<file path="src/rtl/lcd_pkg.sv">
// Shared definitions for the 8080-style LCD bus controllers.
// The state encoding is common to the read and write controllers.
package lcd_pkg;

  localparam int unsigned LcdDw = 16;

  typedef enum logic [2:0] {
    StIdle    = 3'd0,
    StCmdWr   = 3'd1,
    StCmdHold = 3'd2,
    StTurn    = 3'd3,
    StRdLo    = 3'd4,
    StRdHi    = 3'd5,
    StFinish  = 3'd6
  } lcd_state_e;

endpackage

</file>
<file path="src/rtl/lcd_phase_cnt.sv">
// Loadable down-counter that times the RD low/high phases.
// The zero flag marks the last cycle of the current phase.
module lcd_phase_cnt #(
  parameter int unsigned W = 2
) (
  input  logic         clk,
  input  logic         rstn,
  input  logic         i_load,
  input  logic [W-1:0] i_load_val,
  output logic         o_zero
);

  logic [W-1:0] r_cnt;

  always_ff @(posedge clk or negedge rstn) begin
    if (!rstn) begin
      r_cnt <= '0;
    end else if (i_load) begin
      r_cnt <= i_load_val;
    end else if (r_cnt != '0) begin
      r_cnt <= r_cnt - 1'b1;
    end
  end

  assign o_zero = (r_cnt == '0);

endmodule

</file>
<file path="src/rtl/lcd_read_ctrl.sv">
// Read-side LCD bus controller: one command write, bus turnaround, then N data reads
// (optionally preceded by a discarded dummy read). All bus outputs decode the state register.
module lcd_read_ctrl
  import lcd_pkg::*;
#(
  parameter int unsigned DW      = LcdDw,
  parameter int unsigned CNT_W   = 8,
  parameter int unsigned RD_LOW  = 3,
  parameter int unsigned RD_HIGH = 2,
  parameter int unsigned DUMMY   = 1
) (
  input  logic             clk,
  input  logic             rstn,
  input  logic             start,
  input  logic [DW-1:0]    cmd,
  input  logic [CNT_W-1:0] rd_count,
  output logic [DW-1:0]    rdata,
  output logic             rdata_valid,
  output logic             busy,
  output logic             done,
  output logic             LCD_CS,
  output logic             LCD_RS,
  output logic             LCD_WR,
  output logic             LCD_RD,
  output logic [DW-1:0]    LCD_DB_OUT,
  output logic             LCD_DB_OE,
  input  logic [DW-1:0]    LCD_DB_IN
);

  localparam int unsigned PhMax = (RD_LOW > RD_HIGH) ? RD_LOW : RD_HIGH;
  localparam int unsigned PhW   = (PhMax > 1) ? $clog2(PhMax) : 1;
  localparam int unsigned RemW  = CNT_W + 1;
  localparam logic [PhW-1:0]  LoLoad   = PhW'(RD_LOW - 1);
  localparam logic [PhW-1:0]  HiLoad   = PhW'(RD_HIGH - 1);
  localparam logic [RemW-1:0] DummyRem = RemW'(DUMMY);

  lcd_state_e      r_state, w_next;
  logic [DW-1:0]   r_cmd;
  logic [DW-1:0]   r_rdata;
  logic [RemW-1:0] r_rem;
  logic            r_dummy;
  logic            r_rdata_valid;
  logic            w_ph_load;
  logic [PhW-1:0]  w_ph_val;
  logic            w_ph_zero;

  lcd_phase_cnt #(
    .W (PhW)
  ) u_phase_cnt (
    .clk        (clk),
    .rstn       (rstn),
    .i_load     (w_ph_load),
    .i_load_val (w_ph_val),
    .o_zero     (w_ph_zero)
  );

  always_comb begin
    w_next    = r_state;
    w_ph_load = 1'b0;
    w_ph_val  = LoLoad;
    case (r_state)
      StIdle:    if (start) w_next = StCmdWr;
      StCmdWr:   w_next = StCmdHold;
      StCmdHold: w_next = StTurn;
      StTurn: begin
        // rem still holds rd_count+DUMMY here, so this tests rd_count==0
        if (r_rem == DummyRem) begin
          w_next = StFinish;
        end else begin
          w_next    = StRdLo;
          w_ph_load = 1'b1;
        end
      end
      StRdLo: begin
        if (w_ph_zero) begin
          w_next    = StRdHi;
          w_ph_load = 1'b1;
          w_ph_val  = HiLoad;
        end
      end
      StRdHi: begin
        if (w_ph_zero) begin
          if (r_rem == '0) begin
            w_next = StFinish;
          end else begin
            w_next    = StRdLo;
            w_ph_load = 1'b1;
          end
        end
      end
      StFinish:  w_next = StIdle;
      default:   w_next = StIdle;
    endcase
  end

  always_ff @(posedge clk or negedge rstn) begin
    if (!rstn) begin
      r_state       <= StIdle;
      r_cmd         <= '0;
      r_rdata       <= '0;
      r_rem         <= '0;
      r_dummy       <= 1'b0;
      r_rdata_valid <= 1'b0;
    end else begin
      r_state       <= w_next;
      r_rdata_valid <= 1'b0;
      if (r_state == StIdle && start) begin
        r_cmd   <= cmd;
        r_rem   <= {1'b0, rd_count} + DummyRem;
        r_dummy <= (DUMMY != 0);
      end
      if (r_state == StRdLo && w_ph_zero) begin
        r_rdata       <= LCD_DB_IN;
        r_rem         <= r_rem - 1'b1;
        r_rdata_valid <= !r_dummy;
        r_dummy       <= 1'b0;
      end
    end
  end

  always_comb begin
    LCD_CS    = 1'b1;
    LCD_RS    = 1'b1;
    LCD_WR    = 1'b1;
    LCD_RD    = 1'b1;
    LCD_DB_OE = 1'b0;
    busy      = 1'b0;
    done      = 1'b0;
    case (r_state)
      StCmdWr: begin
        LCD_CS = 1'b0; LCD_RS = 1'b0; LCD_WR = 1'b0; LCD_DB_OE = 1'b1; busy = 1'b1;
      end
      StCmdHold: begin
        LCD_CS = 1'b0; LCD_RS = 1'b0; LCD_DB_OE = 1'b1; busy = 1'b1;
      end
      StTurn, StRdHi: begin
        LCD_CS = 1'b0; busy = 1'b1;
      end
      StRdLo: begin
        LCD_CS = 1'b0; LCD_RD = 1'b0; busy = 1'b1;
      end
      StFinish: begin
        busy = 1'b1; done = 1'b1;
      end
      default: ;
    endcase
  end

  assign LCD_DB_OUT  = LCD_DB_OE ? r_cmd : '0;
  assign rdata       = r_rdata;
  assign rdata_valid = r_rdata_valid;

endmodule

</file>
<file path="config.mk">
export PLATFORM = sky130hd
export DESIGN_NAME = lcd_read_ctrl
export DESIGN_NICKNAME = d
export VERILOG_FILES = /design/src/rtl/lcd_pkg.sv /design/src/rtl/lcd_phase_cnt.sv /design/src/rtl/lcd_read_ctrl.sv
export SDC_FILE = /design/constraint.sdc
export NUM_CORES = 1
export LEC_CHECK = 0
export ABC_CLOCK_PERIOD_IN_PS = 2300
export CELL_PAD_IN_SITES_DETAIL_PLACEMENT = 2
export CELL_PAD_IN_SITES_GLOBAL_PLACEMENT = 2
export CORE_MARGIN = 4
export CORE_UTILIZATION = 26
export DETAILED_ROUTE_END_ITERATION = 16
export PLACE_DENSITY_LB_ADDON = 0.3
export REMOVE_ABC_BUFFERS = 1
export SLEW_MARGIN = 20
export SYNTH_ARGS = -nofsm -noshare
export SYNTH_HDL_FRONTEND = slang
export SYNTH_SLANG_ARGS = --single-unit
</file>
<file path="constraint.sdc">
create_clock -name clk -period 2.3 [get_ports clk]
set_clock_uncertainty 0.15 [all_clocks]
set_input_delay 0.575 -clock clk [delete_from_list [all_inputs] [get_ports clk]]
set_output_delay 0.575 -clock clk [all_outputs]
set_load 0.005 [all_outputs]
</file>
==> results of run 1 <==
==> state kept, by name, indices dropped and copies added, names as in the netlist <==
signal,cells
r_dummy,1
r_state,3
u_phase_cnt.r_cnt,2
rdata,16
r_rem,9
rdata_valid,1
r_cmd,16
==> cell usage after synthesis (all sizes together), types with 2 or more instances <==
master	number	area, sq um
clkbuf	3	11.3
o32ai	2	17.5
dfrtp	48	1200
nand2	111	424
a21oi	3	18.8
xnor2	5	43.8
a211oi	3	22.5
or3b	2	17.5
and2	16	100
o211ai	3	22.5
o21ai	4	20.0
ha	5	62.6
a311oi	2	23.8
xor2	2	17.5
a22oi	2	15.0
buf	12	75.1
nor4	3	18.8
nand3	6	30.0
nand2b	4	25.0
nor2	14	52.6
inv	7	26.3
nor3	5	25.0
==> logic make-up after synthesis <==
kind of cell,share of synthesized area [%]
and+or+nand+nor,32.2
DFF,49.2
AOI/OAI and AO/OA,8.00
buffers and inverters,4.61
xor gates and xnor gates,2.51
adders and majority gates,2.56
muxes,0.871
==> cell type report <==
type / count / share of cell area, %
Multi-Input combinational cell: 209 / 31.2
Clock buffer: 5 / 1.79
Inverter: 7 / 0.749
Tap cell: 111 / 3.61
Timing Repair Buffer: 116 / 29.6
Clock inverter: 3 / 1.79
Sequential cell: 48 / 31.3
==> critical path: cells and delay by family (launching register included) <==
| family | cells | cell delay [ns] |
|---|---|---|
| buffers and inverters | 4 | 0.39 |
| AOI/OAI and AO/OA | 1 | 0.11 |
| and+or+nand+nor | 2 | 0.54 |
| DFF | 1 | 0.41 |
==> routing by layer <==
layer	vias up	share of wire (%)
li1	1125	-
met4	0	0.87
met1	1136	45
met2	55	51
met5	-	0
met3	5	3.7
==> per-stage QoR <==
stage               utilization, %  hold WS (ns)  cell area (sq um)  std cells
floorplan                        -         0.129               2350        264
global placement              38.0         0.259               3490        477
detailed placement            38.0         0.282               3490        477
CTS                           40.6         0.296               3740        497
global route                  41.8         0.313               3840        499
finish                        41.8         0.289               3840        499
==> how the worst max path moves through the flow <==
stage,to,slack [ns]
after global routing,LCD_DB_OUT[11],-0.27
after detailed placement,LCD_DB_OUT[15],-0.24
final,LCD_DB_OUT[11],-0.19
after global placement,LCD_DB_OUT[2],-0.20
after floorplan,LCD_DB_OUT[0],-0.002
after CTS,LCD_DB_OUT[5],-0.19
==> report_power, final <==
| part | switching (mW) | total (mW) | internal (mW) |
|---|---|---|---|
| Sequential | 0.274 | 1.52 | 1.24 |
| Combinational | 1.13 | 2.50 | 1.37 |
| Clock | 0.314 | 0.752 | 0.438 |
==> what timing repair did <==
item / CTS / global route
gates cloned: 2 / 0
hold endpoints to repair: 1 / 0
pin swaps: 18 / 1
buffers inserted: 10 / 3
setup endpoints to repair: 23 / 19
hold buffers: 1 / 0
resized for setup: 105 / 22
==> results.txt, run 1 <==
- Outcome: finished with violations
* Failing checks: setup timing
- For met1 alone, demand over resource in global routing was 19.2%.
- Weighted congestion at the end of routability-driven global placement: 0.762
- Peak fanout along the critical path: 4
- Data on the critical path is required at its endpoint by 1.57 ns.
- Clock transition at the registers of the reported paths: 0.10 ns
* Via count of the first global-routing pass: 2474
- Across the VDD grid, the largest voltage drop is 362 uV.
- Cell area power density: 1240 nW/um^2
- Counting instances, the worst hold path has a depth of 1.
- Area of the multi-input gates: 1200 sq um
- Area overhead of the layout relative to synthesis: 57.4%
- Measured against its own limit, the worst slew margin works out to 70.7%.
- Sequential cells were found to cover 49.2% of the synthesized design area.
- Summing every instance area after synthesis gives 2440 sq um.
- After layout, the minimum clock period comes to 2.49 ns.
* Arrival @ worst endpoint: 1.76 ns
- Pre-CTS WS: -0.244 ns
- In the final routed layout, each cell accounts on average for 16.3 um.
- The worst hold path terminates at rdata_valid$_DFF_PN0_.
* Minimum setup slack among reg-to-reg paths: 0.20 ns
* Slew Viols, Final: 0
* Detailed placement HPWL: 5.63 mm
- In the routed design, unresolved DRC markers number 0.
- For this run, the top clock speed supported by timing is 0.402 GHz.
* Post-route clock period utilization: 108%
- Cell-by-cell trace of the critical path: or3b_4, o21ai_4, buf_6, buf_6, buf_6, and2_4, buf_6
* Worst Setup Path Type: reg -> out
- Class of the worst hold path: reg -> reg
- Top_reg_cell synth: dfrtp_1
- Vertical die dimension: 105 um
* Warnings, synthesis: 0
* Global-route usage over all layers: 14.9%
- Hold path startpoint: r_dummy$_DFFE_PN0P_
- The worst setup path is captured at a primary output.
- In this run the critical register-to-register path is launched from r_state[0]$_DFFE_PN0P_.
- The H-tree was split into 2 levels.
- Dividing the detail-routed via count by the number of cells gives 4.65.
- Reg-to-reg critical path endpoint: r_rem[7]$_DFFE_PN0P_
- The post-route netlist has 21.4% of its cells at a drive strength greater than 1.
- In this run the worst setup path begins at r_state[1]$_DFFE_PN0P_.
* Number of fill cells in the layout: 993
- Final Hold Violating Endpoints: 0
- By instance count, the cell type seen most on the critical path is buf_6.
- CTS Root Buffer Type: clkbuf_8
- Critical path launch point type: flop
* Worst-path cell with the longest stage delay: or3b_4
* Chip Width: 105 um
* Initial antenna violation count: 0
- A synthesized cell averages 8.75 sq um.
- After floorplanning, the core was sized to cover 9200 sq um.
- Reg2Reg Depth: 6
* Final worst setup slack: -0.185 ns
* Detailed Route Iter0 Violations: 102
- TritonRoute pass-1 iters: 4
- Number of register bits inferred by synthesis: 48
* Most frequent standard cell in the layout excluding fill and tap cells: nand2_1
* Highest-count cells in the layout ignoring fill and taps: 110 x nand2_1, 59 x clkdlybuf4s50_1, 48 x dfrtp_1
- The count of nets left with antenna violations once routing finished came out at 0.
- The layer flagged by global routing as most heavily used is met2.
- Leakage component of the power: 1.81 nW
- In the synthesized netlist the async set-or-reset flop fraction comes to 100%.
* Largest net degree at the start of global routing: 23
- Detailed routing inserted a total of 2321 vias.
* Number of clock sinks: 48
- Once the floorplan was initialized, standard cells occupied 26.5% of the core.
- In this run the deepest clock path goes through 2 buffers.
- In the global route stage, met3 resource usage came out at 2.96%.
- The floorplan has 35 rows.
* Count of buffers inserted at the top-level ports: 82
* Yosys cell types: 46
* Max capacitance violation total: 0
* Unrepaired setup endpoints after global routing: true
* Die ar.: 11000 sq um
- Clock tree from TritonCTS: done
* Net total in the final layout: 435
* Fraction of met2 tracks used by global routing: 25.6%
- Post-route setup TNS: -2.17 ns
* I/O pins: 83
- In this run, synthesis inferred 0 flip-flops with an integrated enable.
- Slew at the pin with the worst max-slew slack: 0.439 ns
- Area of all sequential standard cells: 1200 sq um
* Skew-Pair Late Insertion Delay: 0.31 ns
* Final setup violating endpoints: 19
- WL final: 8.12 mm
- CTS buffer count: 5
- Synthesis produced a netlist whose cell count is 279.
- Global-route wire length before repair: 13.2 mm
- Overall power consumption after layout is estimated at 4.77 mW.
- The repair_antennas step left the layout with diodes totalling 0.
* Max stage delay on crit path: 0.42 ns
- Remaining Overflow, GRT: 0
No activity file was read; power rests on OpenSTA's default activity.
==> run 2: changes to the inputs <==
MAX_ROUTING_LAYER = met4   (was default)
==> results.txt, run 2 (synthesized netlist as in run 1, its figures left out) <==
- Slew at the pin with the worst max-slew slack: 0.438 ns
- Final Hold Violating Endpoints: 0
* Skew-Pair Late Insertion Delay: 0.31 ns
* Total number of vias: 2326
- The library cell used most frequently in the layout, excluding fill and tap cells, is nand2_1.
- Clock transition at the registers of the reported paths: 0.10 ns
- TritonRoute pass-1 iters: 4
- The total area inside the core boundary comes to 9200 sq um.
- Chip Width: 105 um
* Buffer depth of the longest clock path: 2
* I/O pins: 83
- Post-route setup TNS: -2.09 ns
- Max capacitance violation total: 0
- After layout, the worst setup slack is -0.181 ns.
- At the worst endpoint, the arrival time is 1.76 ns.
- Number of clock sinks: 48
- TritonCTS built the clock tree.
* Via-per-instance ratio: 4.66
* Failing checks: setup timing
- Global-route usage over all layers: 15.3%
- Cell area power density: 1240 nW/um^2
* Number of rows in the core area: 35
- The endpoint identified for the worst register-to-register timing path is r_rem[7]$_DFFE_PN0P_.
- The number of antenna violations at the first check in global routing came to 0.
- The worst path uses 108% of the clock period.
* Largest net degree at the start of global routing: 23
- Detailed placement finished with a half-perimeter wire length of 5.63 mm.
* Worst max-slew margin expressed relative to the limit: 70.8%
- Setup repair after global routing could not meet its margin everywhere.
- Share of layout cells above drive strength 1: 21.4%
* Count of buffers inserted at the top-level ports: 82
- Start point of the critical path: r_state[1]$_DFFE_PN0P_
* Maximum VDD drop: 360 uV
* Slew Viols, Final: 0
- Measured on the finished design, the core utilization comes to 41.8%.
- After detailed routing, the average wire length per cell comes to 16.3 um.
- Based on the critical path, the design can be clocked at up to 0.403 GHz.
- In the final design database the tool counted 435 nets.
- After detailed routing, the total wire length is 8.11 mm.
- For this design the static power due to leakage is 1.81 nW.
- STA classifies the critical path endpoint as a primary output.
- Vertical die dimension: 105 um
* CTS buffer count: 5
* Final setup violating endpoints: 19
* Peak fanout along the critical path: 4
- Initial Utilization: 26.5%
- Post-layout min period: 2.48 ns
- Outcome: finished with violations
* DRC violation count after routing: 0
- Die ar.: 11000 sq um
- Data on the critical path is required at its endpoint by 1.57 ns.
- Number of fill cells in the layout: 993
- Worst Setup Path Type: reg -> out
* Remaining Overflow, GRT: 0
- Reg2Reg Depth: 6
* Detailed Route Iter0 Violations: 112
- Highest-count cells in the layout ignoring fill and taps: 110 x nand2_1, 59 x clkdlybuf4s50_1, 48 x dfrtp_1
- Minimum setup slack among reg-to-reg paths: 0.20 ns
* Class of the worst hold path: reg -> reg
- The via count of the first global-routing pass came to 2465.
- Area overhead of the layout relative to synthesis: 57.4%
* Post-detailed-route count of antenna-violating nets: 0
- The clock tree synthesis step divided the H-tree into 2 levels.
* Launch instance of the worst register-to-register path: r_state[0]$_DFFE_PN0P_
- The number of antenna diodes in the final layout is 0.
* Worst setup endpoint: LCD_DB_OUT[11]
- Weighted congestion at the end of routability-driven global placement: 0.772
- CTS Root Buffer Type: clkbuf_8
- Global-route wire length before repair: 13.2 mm
* Critical path launch point type: flop
## run 2: area by class of cell
cell class                      count  area (sq um)  share of cell area (%)
Sequential cell                    48          1200                    31.3
Multi-Input combinational cell    209          1200                    31.2
Timing Repair Buffer              116          1140                    29.6
Tap cell                          111           139                    3.61
Clock buffer                        5          68.8                    1.79
Clock inverter                      3          68.8                    1.79
Inverter                            7          28.8                   0.749
## run 2: worst min path at each step
stage	slack, ns	end	from	depth (start not counted)
after detailed placement	0.28	rdata_valid$_DFF_PN0_	r_dummy$_DFFE_PN0P_	1
after CTS	0.30	rdata_valid$_DFF_PN0_	r_dummy$_DFFE_PN0P_	1
after global placement	0.26	rdata_valid$_DFF_PN0_	r_dummy$_DFFE_PN0P_	1
after floorplan	0.13	r_cmd[0]$_DFFE_PN0P_	rstn	0
final	0.29	rdata_valid$_DFF_PN0_	r_dummy$_DFFE_PN0P_	1
after global routing	0.31	rdata_valid$_DFF_PN0_	r_dummy$_DFFE_PN0P_	1
## run 2: repair_timing
action,in CTS,in global routing
cloned,2,0
endpoints found under the setup margin,23,19
endpoints found under the hold margin,1,0
pin swaps,18,1
resized for setup,105,22
buffers inserted,10,3
hold buffers,1,0
## run 2: through the flow
step / std cells / hold slack [ns] / power, mW / setup slack, ns / instance area [sq um]
6_report: 499 / 0.289 / 4.77 / -0.181 / 3840
5_1_grt: 499 / 0.313 / 5.18 / -0.267 / 3840
4_1_cts: 497 / 0.296 / 4.70 / -0.193 / 3740
3_5_place_dp: 477 / 0.282 / 3.68 / -0.244 / 3490
3_3_place_gp: 477 / 0.259 / 3.57 / -0.195 / 3490
2_1_floorplan: 264 / 0.129 / 2.46 / -0.00238 / 2350
## run 2: report_power, final
group          internal, mW  switching [mW]
sequential             1.24           0.273
combinational          1.37            1.13
clock                 0.438           0.312
total                  3.05            1.72
## run 2: layer usage
layer / share of wire, % / track usage, %
met5: 0 / -
met4: 0.86 / 3.66
met3: 3.7 / 2.96
met2: 51 / 25.4
met1: 45 / 19.4
## run 2: critical path, stage by stage (launching register included)
cell,delay (ns)
dfrtp_1,0.41
or3b_4,0.42
o21ai_4,0.11
buf_6,0.14
buf_6,0.08
buf_6,0.08
and2_4,0.12
buf_6,0.08
==> run 3: changes to the inputs <==
CORE_UTILIZATION = 36   (was 26)
DONT_BUFFER_PORTS = 1   (was default)
==> results.txt, run 3 (synthesized netlist as in run 1, its figures left out) <==
* Largest net degree at the start of global routing: 49
- The path class of the tightest hold or removal check is in -> reg.
- Met3 wire length: 306 um
- Wl on met1: 2.88 mm
* Via count of the first global-routing pass: 2099
* Share of the core filled with cells: 43.5%
- Most frequent standard cell in the layout excluding fill and tap cells: nand2_1
* Initial antenna violation count: 0
* Peak fanout along the critical path: 8
- N_diodes: 0
- The floorplan step defined a die boundary enclosing 8160 sq um.
- The floorplan step set the die width to 90.3 um.
- TritonCTS built the clock tree.
- In this run the standard cell core region covers 6460 sq um.
* Vertical die dimension: 90.3 um
- After detailed routing, the number of remaining DRC violations is 0.
- Net total in the final layout: 341
* Minimum setup slack among reg-to-reg paths: 0.17 ns
- Post-route clock period utilization: 99.3%
* Data required time at the worst endpoint: 1.57 ns
* Number of clock sinks: 48
- For this configuration, the core starts out at a cell density of 37.8%.
- Metal2 WL: 3.55 mm
- Final cell count without fillers: 371
- Count of buffers inserted at the top-level ports: 0
- Area overhead of the layout relative to synthesis: 15.0%
* Clock H-tree levels: 2
- CTS Root Buffer Type: clkbuf_8
- Global-route wire length before repair: 10.9 mm
* I/O pins: 83
- Final setup violating endpoints: 0
* Outcome: finished, final reports clean
- The final layout contains routed wiring with a total length of 6.78 mm.
- Worst Setup Path Type: reg -> out
* Buffer depth of the longest clock path: 2
- The worst setup path is launched from a flop.
- Worst-path cell with the longest stage delay: dfrtp_1
- After clock tree synthesis, the clock-pin slew on the worst setup and hold paths is 0.09 ns.
* WL/cell: 18.3 um
* CTS buffer count: 5
* Reg2Reg Depth: 5
- The library cells used most frequently in the layout, excluding fill and tap cells, are 110 x nand2_1, 48 x dfrtp_1, 16 x buf_4.
- The largest single stage delay on the critical path is 0.42 ns.
- Worst max-slew margin expressed relative to the limit: 60.3%
- The worst hold path passes through 2 cells.
* Weighted congestion at the end of routability-driven global placement: 0.740
* Maximum operating frequency: 0.438 GHz
* Total number of vias: 1972
* Critical path endpoint category: primary output
- Share of layout cells above drive strength 1: 16.7%
- Data on the critical path arrives at its endpoint at 1.56 ns.
* Reg-to-reg critical path endpoint: r_cmd[11]$_DFFE_PN0P_
- Number of placed cells counting well taps: 354
* Endpoint with the worst hold slack: rdata[15]$_DFFE_PN0N_
* Max capacitance violation total: 0
* Remaining Overflow, GRT: 0
* Detailed Route Iter0 Violations: 50
- The signal on the critical path passes through or3b_4, o21ai_4, buf_6, and2_1.
- Slew at the pin with the worst max-slew slack: 0.593 ns
* Post-layout min period: 2.28 ns
- Setup total negative slack on the finished layout was measured at 0 ns.
- The initialized floorplan defines 29 standard-cell rows.
- Slew Viols, Final: 0
- The count of nets left with antenna violations once routing finished came out at 0.
* Skew-Pair Late Insertion Delay: 0.30 ns
* Launch instance of the worst register-to-register path: r_state[1]$_DFFE_PN0P_
* Leakage component of the power: 1.36 nW
* Global-route usage over all layers: 16.9%
- Detailed placement HPWL: 4.77 mm
* Maximum VDD drop: 406 uV
- Unrepaired setup endpoints after global routing: true
* Top Layer Used: met4
* Via-per-instance ratio: 5.32
* Cell area power density: 1330 nW/um^2
* Hold path startpoint: LCD_DB_IN[15]
- The final hold violation count was 0.
* TritonRoute pass-1 iters: 4
[run 3: cell count changes in the layout (fill, tap and decap cells not counted), moves of 2 or more]
cell | before | now
clkdlybuf4s50_1 | 59 | 0
bufinv_16 | 2 | 0
buf_2 | 6 | 0
buf_12 | 2 | 0
buf_6 | 27 | 4
dlygate4sd2_1 | 4 | 0
[run 3: through the flow]
stage               worst slack, ns  hold slack, ns  area [sq um]  power (mW)
floorplan                  -0.00238           0.129          2350        2.46
global placement              0.248           0.131          2560        2.89
detailed placement            0.149           0.131          2560        2.99
CTS                          0.0188           0.220          2740        3.65
global route                -0.0255           0.217          2810        4.08
finish                       0.0168           0.230          2810        3.73
[run 3: worst max path at each step]
stage                                       to              startpoint
after floorplan                  LCD_DB_OUT[0]  r_state[1]$_DFFE_PN0P_
final                            LCD_DB_OUT[2]  r_state[1]$_DFFE_PN0P_
after CTS                       LCD_DB_OUT[11]  r_state[1]$_DFFE_PN0P_
after global routing            LCD_DB_OUT[12]  r_state[1]$_DFFE_PN0P_
after global placement    r_cmd[0]$_DFFE_PN0P_  r_state[1]$_DFFE_PN0P_
after detailed placement        LCD_DB_OUT[11]  r_state[1]$_DFFE_PN0P_
[run 3: routing by layer]
| layer | track usage [%] | vias up |
|---|---|---|
| li1 | - | 930 |
| met1 | 20.2 | 987 |
| met2 | 29.7 | 51 |
| met3 | 3.67 | 4 |
| met4 | 2.68 | 0 |
| met5 | - | - |
[run 3: repair_timing]
action	4_1_cts	5_1_grt
hold endpoints to repair	48	0
setup endpoints to repair	17	16
hold buffers	2	0
gates cloned	1	0
pin swaps	1	12
setup buffers	1	5
gates resized for setup	9	13
[run 3: critical path: cells and delay by family, from the launching register on]
| kind | cells | cell delay [ns] |
|---|---|---|
| AO/OA/AOI/OAI | 1 | 0.11 |
| buffers and inverters | 1 | 0.16 |
| AND/OR/NAND/NOR | 2 | 0.57 |
| flip-flops | 1 | 0.42 |
[run 3: area by class of cell]
class / count / area (sq um)
clock buffer: 7 / 86.3
clock inverter: 1 / 7.51
fill: 726 / 3650
inverter: 7 / 26.3
multi-input combinational: 209 / 1190
sequential: 48 / 1200
tap: 77 / 96.3
timing repair buffer: 22 / 203
[run 3: report_power, final]
part	switching (mW)	internal, mW
combinational	0.912	0.729
sequential	0.312	1.25
clock	0.286	0.245
total	1.51	2.22
